**config.mk**
```make
export PLATFORM = sky130hd
export DESIGN_NAME = uart_rx_deserializer
export DESIGN_NICKNAME = d
export VERILOG_FILES = /design/src/rtl/uart_rx_deserializer.sv
export SDC_FILE = /design/constraint.sdc
export NUM_CORES = 1
export LEC_CHECK = 0
export CAP_MARGIN = 5
export CELL_PAD_IN_SITES_DETAIL_PLACEMENT = 0
export CELL_PAD_IN_SITES_GLOBAL_PLACEMENT = 1
export CORE_MARGIN = 10
export CORE_UTILIZATION = 41
export DETAILED_ROUTE_END_ITERATION = 10
export PLACE_DENSITY = 0.71
export SYNTH_ARGS = -nofsm -noshare
export SYNTH_HDL_FRONTEND = slang
export SYNTH_SLANG_ARGS = --single-unit
```
**constraint.sdc**
```tcl
create_clock -name CLK -period 1.6 [get_ports CLK]
set_input_delay 0.16 -clock CLK [delete_from_list [all_inputs] [get_ports CLK]]
set_output_delay 0.16 -clock CLK [all_outputs]
set_load 0.02 [all_outputs]
```
**src/rtl/uart_rx_deserializer.sv**
```systemverilog
// -----------------------------------------------------------------------------
// uart_rx_deserializer
//
// UART receive path. Oversamples the serial line PRESCALE times per bit,
// detects the start bit, shifts in DATA_WIDTH payload bits LSB first, checks an
// optional parity bit and one stop bit, then presents the payload with a
// one-cycle valid strobe. Frames with a parity or stop error are dropped and
// flagged with one-cycle error strobes instead.
//
// Parameters:
//   DATA_WIDTH  payload bits per frame (>= 2)
//   PRESCALE    clock cycles per bit (even, >= 4)
//
// Ports:
//   CLK         system clock, rising edge
//   RST         asynchronous active-low reset
//   RX_IN       serial line, idle high, asynchronous to CLK
//   PAR_EN      1 = frame carries a parity bit (latched at start of frame)
//   PAR_TYP     0 = even, 1 = odd parity (latched at start of frame)
//   P_DATA      last correctly received payload
//   DATA_VALID  one-cycle pulse: P_DATA updated
//   PAR_ERR     one-cycle pulse: parity mismatch, frame dropped
//   STP_ERR     one-cycle pulse: stop bit sampled 0, frame dropped
// -----------------------------------------------------------------------------
module uart_rx_deserializer #(
    parameter int DATA_WIDTH = 8,
    parameter int PRESCALE   = 8
) (
    input  logic                  CLK,
    input  logic                  RST,
    input  logic                  RX_IN,
    input  logic                  PAR_EN,
    input  logic                  PAR_TYP,
    output logic [DATA_WIDTH-1:0] P_DATA,
    output logic                  DATA_VALID,
    output logic                  PAR_ERR,
    output logic                  STP_ERR
);

    localparam int EW = $clog2(PRESCALE);
    localparam int BW = $clog2(DATA_WIDTH + 1);

    // Sample points within one bit period.
    localparam logic [EW-1:0] SAMP0_PT = EW'(PRESCALE / 2 - 1);
    localparam logic [EW-1:0] SAMP1_PT = EW'(PRESCALE / 2);
    localparam logic [EW-1:0] RES_PT   = EW'(PRESCALE / 2 + 1);
    localparam logic [EW-1:0] END_PT   = EW'(PRESCALE - 1);
    localparam logic [BW-1:0] LAST_BIT = BW'(DATA_WIDTH - 1);

    typedef enum logic [2:0] {
        IDLE,
        START,
        DATA,
        PARITY,
        STOP
    } state_t;

    state_t                  state;
    logic                    rx_meta;
    logic                    rx_s;
    logic [EW-1:0]           edge_cnt;
    logic [BW-1:0]           bit_cnt;
    logic                    samp0;
    logic                    samp1;
    logic [DATA_WIDTH-1:0]   shreg;
    logic                    par_en_l;
    logic                    par_typ_l;
    logic                    par_acc;
    logic                    par_bad;
    logic                    armed;
    logic                    maj;
    logic                    at_res;
    logic                    at_end;

    // Two-flop synchronizer for the asynchronous serial line.
    // NOTE: the synchronizer resets to 1 so the line reads idle out of reset and
    // cannot fake a start bit.
    always_ff @(posedge CLK or negedge RST) begin
        if (!RST) begin
            rx_meta <= 1'b1;
            rx_s    <= 1'b1;
        end else begin
            // NOTE: non-blocking assignments make rx_s take the old rx_meta,
            // giving two real flop stages rather than a wire.
            rx_meta <= RX_IN;
            rx_s    <= rx_meta;
        end
    end

    // The third sample is the live rx_s on the resolve cycle itself.
    assign maj    = (samp0 & samp1) | (samp0 & rx_s) | (samp1 & rx_s);
    assign at_res = (edge_cnt == RES_PT);
    assign at_end = (edge_cnt == END_PT);

    always_ff @(posedge CLK or negedge RST) begin
        if (!RST) begin
            state      <= IDLE;
            edge_cnt   <= '0;
            bit_cnt    <= '0;
            samp0      <= 1'b1;
            samp1      <= 1'b1;
            shreg      <= '0;
            par_en_l   <= 1'b0;
            par_typ_l  <= 1'b0;
            par_acc    <= 1'b0;
            par_bad    <= 1'b0;
            armed      <= 1'b1;
            P_DATA     <= '0;
            DATA_VALID <= 1'b0;
            PAR_ERR    <= 1'b0;
            STP_ERR    <= 1'b0;
        end else begin
            DATA_VALID <= 1'b0;
            PAR_ERR    <= 1'b0;
            STP_ERR    <= 1'b0;

            if (state != IDLE) begin
                edge_cnt <= at_end ? '0 : edge_cnt + EW'(1);
                if (edge_cnt == SAMP0_PT) samp0 <= rx_s;
                if (edge_cnt == SAMP1_PT) samp1 <= rx_s;
            end

            case (state)
                IDLE: begin
                    edge_cnt <= '0;
                    if (rx_s) begin
                        armed <= 1'b1;
                    end else if (armed) begin
                        // This cycle is edge_cnt = 0 of the start bit.
                        state     <= START;
                        edge_cnt  <= EW'(1);
                        bit_cnt   <= '0;
                        par_en_l  <= PAR_EN;
                        par_typ_l <= PAR_TYP;
                        par_acc   <= 1'b0;
                        par_bad   <= 1'b0;
                    end
                end

                START: begin
                    if (at_res && maj) begin
                        // Start bit did not hold low: glitch, drop silently.
                        state    <= IDLE;
                        edge_cnt <= '0;
                    end else if (at_end) begin
                        state <= DATA;
                    end
                end

                DATA: begin
                    if (at_res) begin
                        shreg   <= {maj, shreg[DATA_WIDTH-1:1]};
                        par_acc <= par_acc ^ maj;
                    end
                    if (at_end) begin
                        if (bit_cnt == LAST_BIT) begin
                            bit_cnt <= '0;
                            state   <= par_en_l ? PARITY : STOP;
                        end else begin
                            bit_cnt <= bit_cnt + BW'(1);
                        end
                    end
                end

                PARITY: begin
                    if (at_res) par_bad <= (maj != (par_acc ^ par_typ_l));
                    if (at_end) state <= STOP;
                end

                STOP: begin
                    // Leave early so the second half of the stop bit can
                    // catch a back-to-back start edge.
                    if (at_res) begin
                        state    <= IDLE;
                        edge_cnt <= '0;
                        PAR_ERR  <= par_bad;
                        STP_ERR  <= ~maj;
                        // A low stop bit disarms start detection until the
                        // line has been seen high again.
                        armed    <= maj;
                        if (!par_bad && maj) begin
                            P_DATA     <= shreg;
                            DATA_VALID <= 1'b1;
                        end
                    end
                end

                default: begin
                    state    <= IDLE;
                    edge_cnt <= '0;
                end
            endcase
        end
    end

endmodule

```
# [After elaboration in Yosys (flattened, before gate mapping)]
# Cells that the tools add are included.
[word_totals] input_bits=5 ramBits=0 mem_count=0 latch_bits=0 elab_cells=105 out_inout_bits=11 register_bits=38 mem_bits_ro=0
[classes] multipliers=0 n_div=0 shift=0 n_eq_ne=20 n_lt_le_gt_ge=0 mux=38 n_bitwise=9 reduce_logical=19 add_sub_neg=2
[ops] op="two-way mux 3 bit" count=13
[ops] op="inequality test 2 bit (second input constant)" count=9
[ops] op="two-way mux 4 bit" count=4
[ops] op="two-way mux 1 bit" count=15
[ops] op="one-hot mux 3 bit (5 select lines)" count=1
[ops] op="== test 3 bit (second input constant)" count=4
[ops] op="one-hot mux 3 bit (4 select lines)" count=1
[ops] op="AND reduction 4 bit" count=3
[ops] op="== test 3 x 2 -> 1 bit (second input constant)" count=3
[ops] op="AND reduction 3 bit" count=3
[ops] op="one-hot mux 4 bit (2 select lines)" count=1
[ops] op="AND reduction 7 bit" count=1
[ops] op="one-hot mux 1 bit (2 select lines)" count=3
[ops] op="AND reduction 2 bit" count=3
[ops] op="nonzero test 2 bit" count=3
[ops] op="adder 4 x 1 -> 4 bit (second input constant)" count=1
[ops] op="== test 4 x 3 -> 1 bit (second input constant)" count=1
[ops] op="adder 3 x 1 -> 3 bit (second input constant)" count=1
[ops] op="bitwise AND 1 bit" count=3
[ops] op="== test 3 x 1 -> 1 bit (second input constant)" count=1
[ops] op="zero test 3 bit" count=1
[ops] op="inequality test 3 bit (second input constant)" count=1
[ops] op="nonzero test 3 bit" count=1
[ops] op="logical AND 1 bit" count=2
[ops] op="6 further kinds" count=9

# [Longest topological paths before layout]
# Gate-level depths: netlist of the first run.
[depth] ltp_word=7 depth_mapped=7 ltp_nobuf=6

# [Least setup slack after synthesis of the first run]
# No wires, ideal clock.
[synth_path] path_kind="register to register" startpoint="register edge_cnt[0]" endpoint="register shreg[0]" t_arrival_ns=1.464 period_less_slack_ns=1.589 path_slack_ns=0.011 n_path_buf=1 stages_incl_launch_ff=6 cell_sequence="dfrtp_1 ha_1 and2_1 buf_4 nand3_1 mux2_2"
[synth_between] elab_chain_len=2
[synth_rtl] item="from (decl)" line_no="61" rtl="logic [EW-1:0] edge_cnt;"
[synth_rtl] item="from (signal assigned)" line_no="118" rtl="edge_cnt <= at_end ? '0 : edge_cnt + EW'(1);"
[synth_rtl] item="== test 3 bit" line_no="92" rtl="assign at_res = (edge_cnt == RES_PT);"
[synth_rtl] item="AND reduction 2 bit (no source line)"
[synth_rtl] item="to (signal assigned)" line_no="152" rtl="shreg <= {maj, shreg[DATA_WIDTH-1:1]};"
[synth_rtl] item="to (decl)" line_no="65" rtl="logic [DATA_WIDTH-1:0] shreg;"
# No other way between the ends.
# A chain may end at the register's enable or synchronous reset.

# [Final worst setup path of the first run]
[layout_path] startpoint="register edge_cnt[1]" endpoint="register P_DATA[7]"
[layout_between] elab_chain_len=2
[layout_rtl] item="== test 3 bit" line_no="92"
[layout_rtl] item="AND reduction 3 bit (no source line)"
[layout_rtl] item="to (signal assigned)" line_no="182" rtl="P_DATA <= shreg;"
[layout_rtl] item="to (decl)" line_no="34" rtl="output logic [DATA_WIDTH-1:0] P_DATA,"
# No other way between the ends.

==> impl_metrics.csv, run 1 <==
group,metric,value,unit
floorplanning,die_h,86.6,um
setup_path,reg2reg_depth,6,
cts,clk-insertion-delay-late,0.29,ns
pwr,pwr-share-clk,19.5,%
final_layout,n_antenna_cell,0,
synthesis,ys_types,41,
floorplanning,floorplan.initialDensity,42.1,%
cts,cts_tree,"yes",
cts,cts_made_buffers,5,
drt,drtIter0Drc,29,
job,max-cap-violations,0,
drt,drtPass1Iterations,4,
drt,drc,0,
sta,clock_skew,0.00685,ns
setup_path,rrSetupSlack,0.004,ns
sta,setup_tns,0,ns
floorplanning,pin_count,16,
final_layout,drive_gt1_share,35.9,%
synthesis,synth_top_area_cell,"dfrtp_1",
placed_design,gp_congestion,0.850,
final_layout,final_nets,208,
drt,drt-total-wl,3.80,mm
pwr,power_density,1500,nW/um^2
status,status,"completed",
synthesis,synth_fp_nets,169,
cts,h-tree-depth,2,
sta,setup_viol,0,
drt,routedWlPerCell,15.2,um
pwr,p_leak,1.10,nW
setup_path,critical_path.startpoint_type,"flip-flop",
global_route,antenna_found_initial,0,
pwr,p_int,2.29,mW
pwr,power_frac_comb,41.7,%
placed_design,hpwlAfterDp,2.67,mm
setup_path,worstPathRequired,1.77,ns
pwr,power,3.56,mW
sta,fin_crit_sh,99.8,%
synthesis,synth.area.top_cells,"dfrtp_1 45%, dfstp_2 7.2%, mux2_2 6.8%",
synthesis,synth_cells,158,
cts,root_buffer,"clkbuf_8",
sta,clock.fmax,627,MHz
synthesis,async_flop_share,100,%
synthesis,syn_area_per_cell,11.5,sq um
global_route,grt_pass1_vias,1363,
synthesis,synth_edf_count,0,
floorplanning,row_count,24,
global_route,grt_pass1_wl,6.49,mm
global_route,grt_usage,10.7,%
floorplanning,coreArea,4320,sq um
synthesis,yosysWarnings,0,
cts,cts.clk_slew.worst_paths,0.08,ns
global_route,grt_max_degree,24,
setup_path,path_max_fanout,5,
synthesis,yosysTopAreaCellShare,45.4,%
floorplanning,dieArea,7500,sq um
pwr,peakVddDrop,0.767,mV
hold_path,hold_path.class,"in -> reg",
sta,period_needed,1.60,ns
drt,vias,1286,
setup_path,arrival,1.77,ns
global_route,gr-total-overflow,0,
floorplanning,fp.dieW,86.6,um
pwr,switchingPower,1.27,mW
sta,tightest_slew,0.408,ns
sta,rsz0062_at_grt,"yes",
drt,ant_nets,0,
sta,relSlewSlack,72.8,%
setup_path,endpoint_kind,"flip-flop",
synthesis,synth_ff_type,"dfrtp_1",
placed_design,port_buffers,15,
synthesis,synthesis.area,1820,sq um
setup_path,setup.worst_path.class,"reg -> reg",
hold_path,whs_path_depth,1,
sta,slew_violations,0,
cts,cts.path.max_buffers,2,
drt,avgViaCountPerCell,5.14,
synthesis,ys_seq_area_share,52.6,%
cts,cts.sinks,38,
final_layout,areaGrowthSynthToFinish,30.0,%
synthesis,ys_ff_latch,38,
pwr,sequentialPowerShare,38.9,%
pwr,sw_frac_of_total,35.8,%
sta,hold_violations,0,
==> power groups by stage <==
stage               sequential, mW  clock [mW]  combinational [mW]
floorplan                     1.32           0               0.954
global placement              1.37           0                1.33
detailed placement            1.38           0                1.35
CTS                           1.37       0.709                1.43
global route                  1.42       0.743                1.65
finish                        1.38       0.693                1.48
==> registers in the layout (all words and copies together), names as in the netlist, 3 cells and up <==
signal,count
shreg,8
edge_cnt,3
P_DATA,8
state,3
bit_cnt,4
==> cell usage in the layout (no fill, tap or decap), types with 3 or more instances in the layout <==
master,instances
dfrtp_1,31
nor2_1,11
ha_1,3
clkbuf_8,6
dfstp_2,5
nand3_1,9
mux2_4,4
o21ai_1,5
inv_1,6
buf_4,18
clkdlybuf4s50_1,14
nand2_1,7
o21ai_0,4
nand2b_1,4
ha_2,3
mux2_1,4
mux2_2,11
==> cell families after synthesis <==
| kind of cell | Yosys count | share of synthesized area (%) |
|---|---|---|
| flops | 38 | 52.6 |
| simple gates | 48 | 14.7 |
| compound gates | 29 | 10.6 |
| fa+ha+maj | 7 | 4.75 |
| xor+xnor | 3 | 1.44 |
| buf+inv | 12 | 3.03 |
| mux | 21 | 12.9 |
==> metrics by stage <==
stage	instances	hold slack (ns)	worst slack (ns)	util, %	area [sq um]
floorplan	158	-0.136	0.0111	-	1820
global placement	237	0.113	-0.0450	49.8	2150
detailed placement	237	0.115	-0.0875	49.8	2150
CTS	249	0.264	-0.00942	53.5	2310
global route	250	0.286	-0.0707	54.7	2360
finish	250	0.272	0.00399	54.7	2360
==> synthesized netlist by cell type, types with 4 or more instances <==
library cell	number
nand3_1	9
mux2_2	11
o21ai_1	6
dfrtp_1	33
dfstp_2	5
mux2_1	8
nand2_1	8
inv_1	7
nand2b_1	4
nor2_1	11
o21ai_0	5
ha_1	6
==> area by class of cell <==
cell class	instances	area [sq um]
clock buffer	6	82.6
clock inverter	2	12.5
fill	376	1960
inverter	7	26.3
multi-input combinational	109	888
sequential	38	960
tap	52	65.1
timing repair buffer	36	330
==> final timing paths <==
check / from / endpoint
max reg2reg: edge_cnt[1] / P_DATA[7]
max in group asynchronous: RST / P_DATA[7]
max: edge_cnt[1] / P_DATA[7]
min in group asynchronous: RST / par_en_l
min: RX_IN / rx_meta
min reg2reg: rx_meta / rx_s
==> per-layer routing <==
metal | vias up | share of wire (%) | global-route usage, %
li1 | 639 | - | -
met1 | 621 | 47 | 13.0
met2 | 20 | 46 | 16.9
met3 | 6 | 5.1 | 3.66
met4 | 0 | 1.4 | 3.98
met5 | - | 0 | 0
==> critical path, stage by stage, from the launching register on <==
cell and delay, ns:
dfrtp_1 0.41, inv_2 0.07, ha_2 0.17, and2_4 0.17
nand3_2 0.10, nand3b_4 0.23, mux2_1 0.33
==> repair_timing <==
item                       CTS  global route
hold endpoints to repair    10             0
resized for setup            6            17
gates cloned                 1             0
hold buffers                 1             0
setup endpoints to repair   13            18
pin swaps                    0             6
buffers inserted             2             1
No activity file was read; power rests on OpenSTA's default activity.
==> inputs of run 2 (changes only) <==
--- a/config.mk
+++ b/config.mk
@@ -15,3 +15,4 @@
 export SYNTH_ARGS = -nofsm -noshare
 export SYNTH_HDL_FRONTEND = slang
 export SYNTH_SLANG_ARGS = --single-unit
+export TNS_END_PERCENT = 50
==> run 2 against run 1 <==
Net effect: the run now ends with negative setup slack left; routed wire length down 0.24%; count of clock-buffer cells in the layout unchanged; sequential power about the same; first-iteration DRC count down 10%.
==> impl_metrics.csv, run 2 (synthesis results as in run 1) <==
group,metric,value,unit
status,status,"complete, but fails checks",
status,violations,"negative setup slack",
final_layout,fillers,375,
sta,setup_ws,-0.00732,ns
sta,hold_violations,0,
hold_path,hold_start,"RX_IN",
global_route,grt_max_degree,24,
drt,vias,1275,
final_layout,layout_common_cells,"31 x dfrtp_1, 16 x buf_4, 14 x clkdlybuf4s50_1",
global_route,grt_pass1_wl,6.47,mm
placed_design,hpwlAfterDp,2.67,mm
floorplanning,die_h,86.6,um
placed_design,place_ws,-0.0875,ns
final_layout,areaGrowthSynthToFinish,28.9,%
hold_path,whs_path_depth,1,
cts,clk-insertion-delay-late,0.29,ns
setup_path,critical_path.startpoint_type,"flip-flop",
pwr,peakVddDrop,0.768,mV
drt,drc,0,
placed_design,gp_congestion,0.850,
floorplanning,coreArea,4320,sq um
global_route,met2_usage,16.8,%
sta,relSlewSlack,72.7,%
drt,routedWlPerCell,15.3,um
global_route,antenna_found_initial,0,
sta,slew_violations,0,
job,max-cap-violations,0,
floorplanning,pin_count,16,
sta,clock_skew,0.00733,ns
drt,avgViaCountPerCell,5.14,
sta,period_needed,1.61,ns
final_layout,n_antenna_cell,0,
cts,cts_made_buffers,5,
floorplanning,dieArea,7500,sq um
pwr,p_leak,1.09,nW
drt,drt-total-wl,3.79,mm
global_route,gr-total-overflow,0,
final_layout,final_cell_area,2340,sq um
setup_path,path_max_fanout,4,
sta,clock.fmax,622,MHz
setup_path,setup.worst_path.class,"reg -> reg",
sta,setup_viol,1,
pwr,power,3.52,mW
hold_path,hold_path.class,"in -> reg",
sta,rsz0062_at_grt,"yes",
setup_path,arrival,1.80,ns
final_layout,final_nets,206,
setup_path,r2r_start,"edge_cnt[0]",
cts,cts.clk_slew.worst_paths,0.08,ns
floorplanning,floorplan.initialDensity,42.1,%
pwr,power_density,1500,nW/um^2
global_route,gr-usage-met1,13.0,%
setup_path,reg2reg_depth,5,
hold_path,hold-path-endpoint,"rx_meta",
floorplanning,fp.dieW,86.6,um
setup_path,rrSetupSlack,-0.007,ns
placed_design,placed_area,2150,sq um
drt,drtPass1Iterations,3,
placed_design,port_buffers,15,
final_layout,drive_gt1_share,34.2,%
setup_path,r2r-end,"state[2]",
global_route,gr-max-usage-layer,"met2",
global_route,grt_usage,10.6,%
floorplanning,row_count,24,
final_layout,layout_commonest_cell,"dfrtp_1",
cts,root_buffer,"clkbuf_8",
cts,cts_tree,"yes",
cts,cts.path.max_buffers,2,
final_layout,reg_top3,"P_DATA (8), shreg (8), bit_cnt (4)",
sta,fin_crit_sh,100,%
drt,ant_nets,0,
sta,tightest_slew,0.409,ns
cts,cts.sinks,38,
global_route,grt_pass1_vias,1352,
cts,h-tree-depth,2,
setup_path,worstPathRequired,1.80,ns
setup_path,endpoint_kind,"flip-flop",
global_route,grtUsageMet3,3.66,%
drt,drtIter0Drc,26,
-- run 2: cell count changes in the layout (fill, tap and decap cells not counted), sizes merged --
cell,previous run,this run
buf,21,19
-- run 2: per-layer routing --
| metal | vias to the layer above | wire length [um] |
|---|---|---|
| li1 | 633 | - |
| met1 | 618 | 1800 |
| met2 | 18 | 1750 |
| met3 | 6 | 192 |
| met4 | 0 | 51 |
| met5 | - | 0 |
-- run 2: cell type report --
cell class	count	area (sq um)	share of cell area [%]
clock buffers	6	82.6	3.52
clock inverters	2	12.5	0.534
inverters	7	26.3	1.12
multi-input cells	109	883	37.7
flip-flops and latches	38	960	40.9
well taps	52	65.1	2.77
repair buffers	34	315	13.4
-- run 2: stage by stage --
stage	TNS [ns]	hold slack, ns	utilization (%)	std cells
6_report	-0.00732	0.273	54.2	248
5_1_grt	-0.709	0.286	54.2	248
4_1_cts	-0.0379	0.264	53.1	248
3_5_place_dp	-0.681	0.115	49.8	237
3_3_place_gp	-0.209	0.113	49.8	237
2_1_floorplan	0	-0.136	-	158
-- run 2: power breakdown --
| part | leakage [nW] | internal, mW | switching, mW | total [mW] |
|---|---|---|---|---|
| Sequential | 0.495 | 1.18 | 0.206 | 1.39 |
| Combinational | 0.552 | 0.728 | 0.714 | 1.44 |
| Clock | 0.0472 | 0.346 | 0.347 | 0.693 |
-- run 2: worst max-delay path: stages, from the launching register on --
cell and delay [ns]:
dfrtp_1 0.41, ha_2 0.21, ha_2 0.19, nand2_2 0.09, a221o_1 0.35, o41ai_2 0.27
-- run 2: what timing repair did --
item                                    CTS  global route
pin swaps                                 0             4
hold buffers                              1             0
gates cloned                              1             0
setup buffers                             1             0
hold endpoints to repair                 10             0
gates resized for setup                   5            16
endpoints found under the setup margin   13            19
-- run 2: worst max path at each step --
stage | from | end | slack, ns | cells past startpoint
CTS | edge_cnt[0] | state[2] | -0.01 | 5
detailed placement | edge_cnt[1] | P_DATA[2] | -0.09 | 6
finish | edge_cnt[0] | state[2] | -0.007 | 5
global route | edge_cnt[0] | bit_cnt[3] | -0.07 | 6
global placement | state[1] | state[0] | -0.05 | 4
floorplan | edge_cnt[0] | shreg[0] | 0.01 | 5
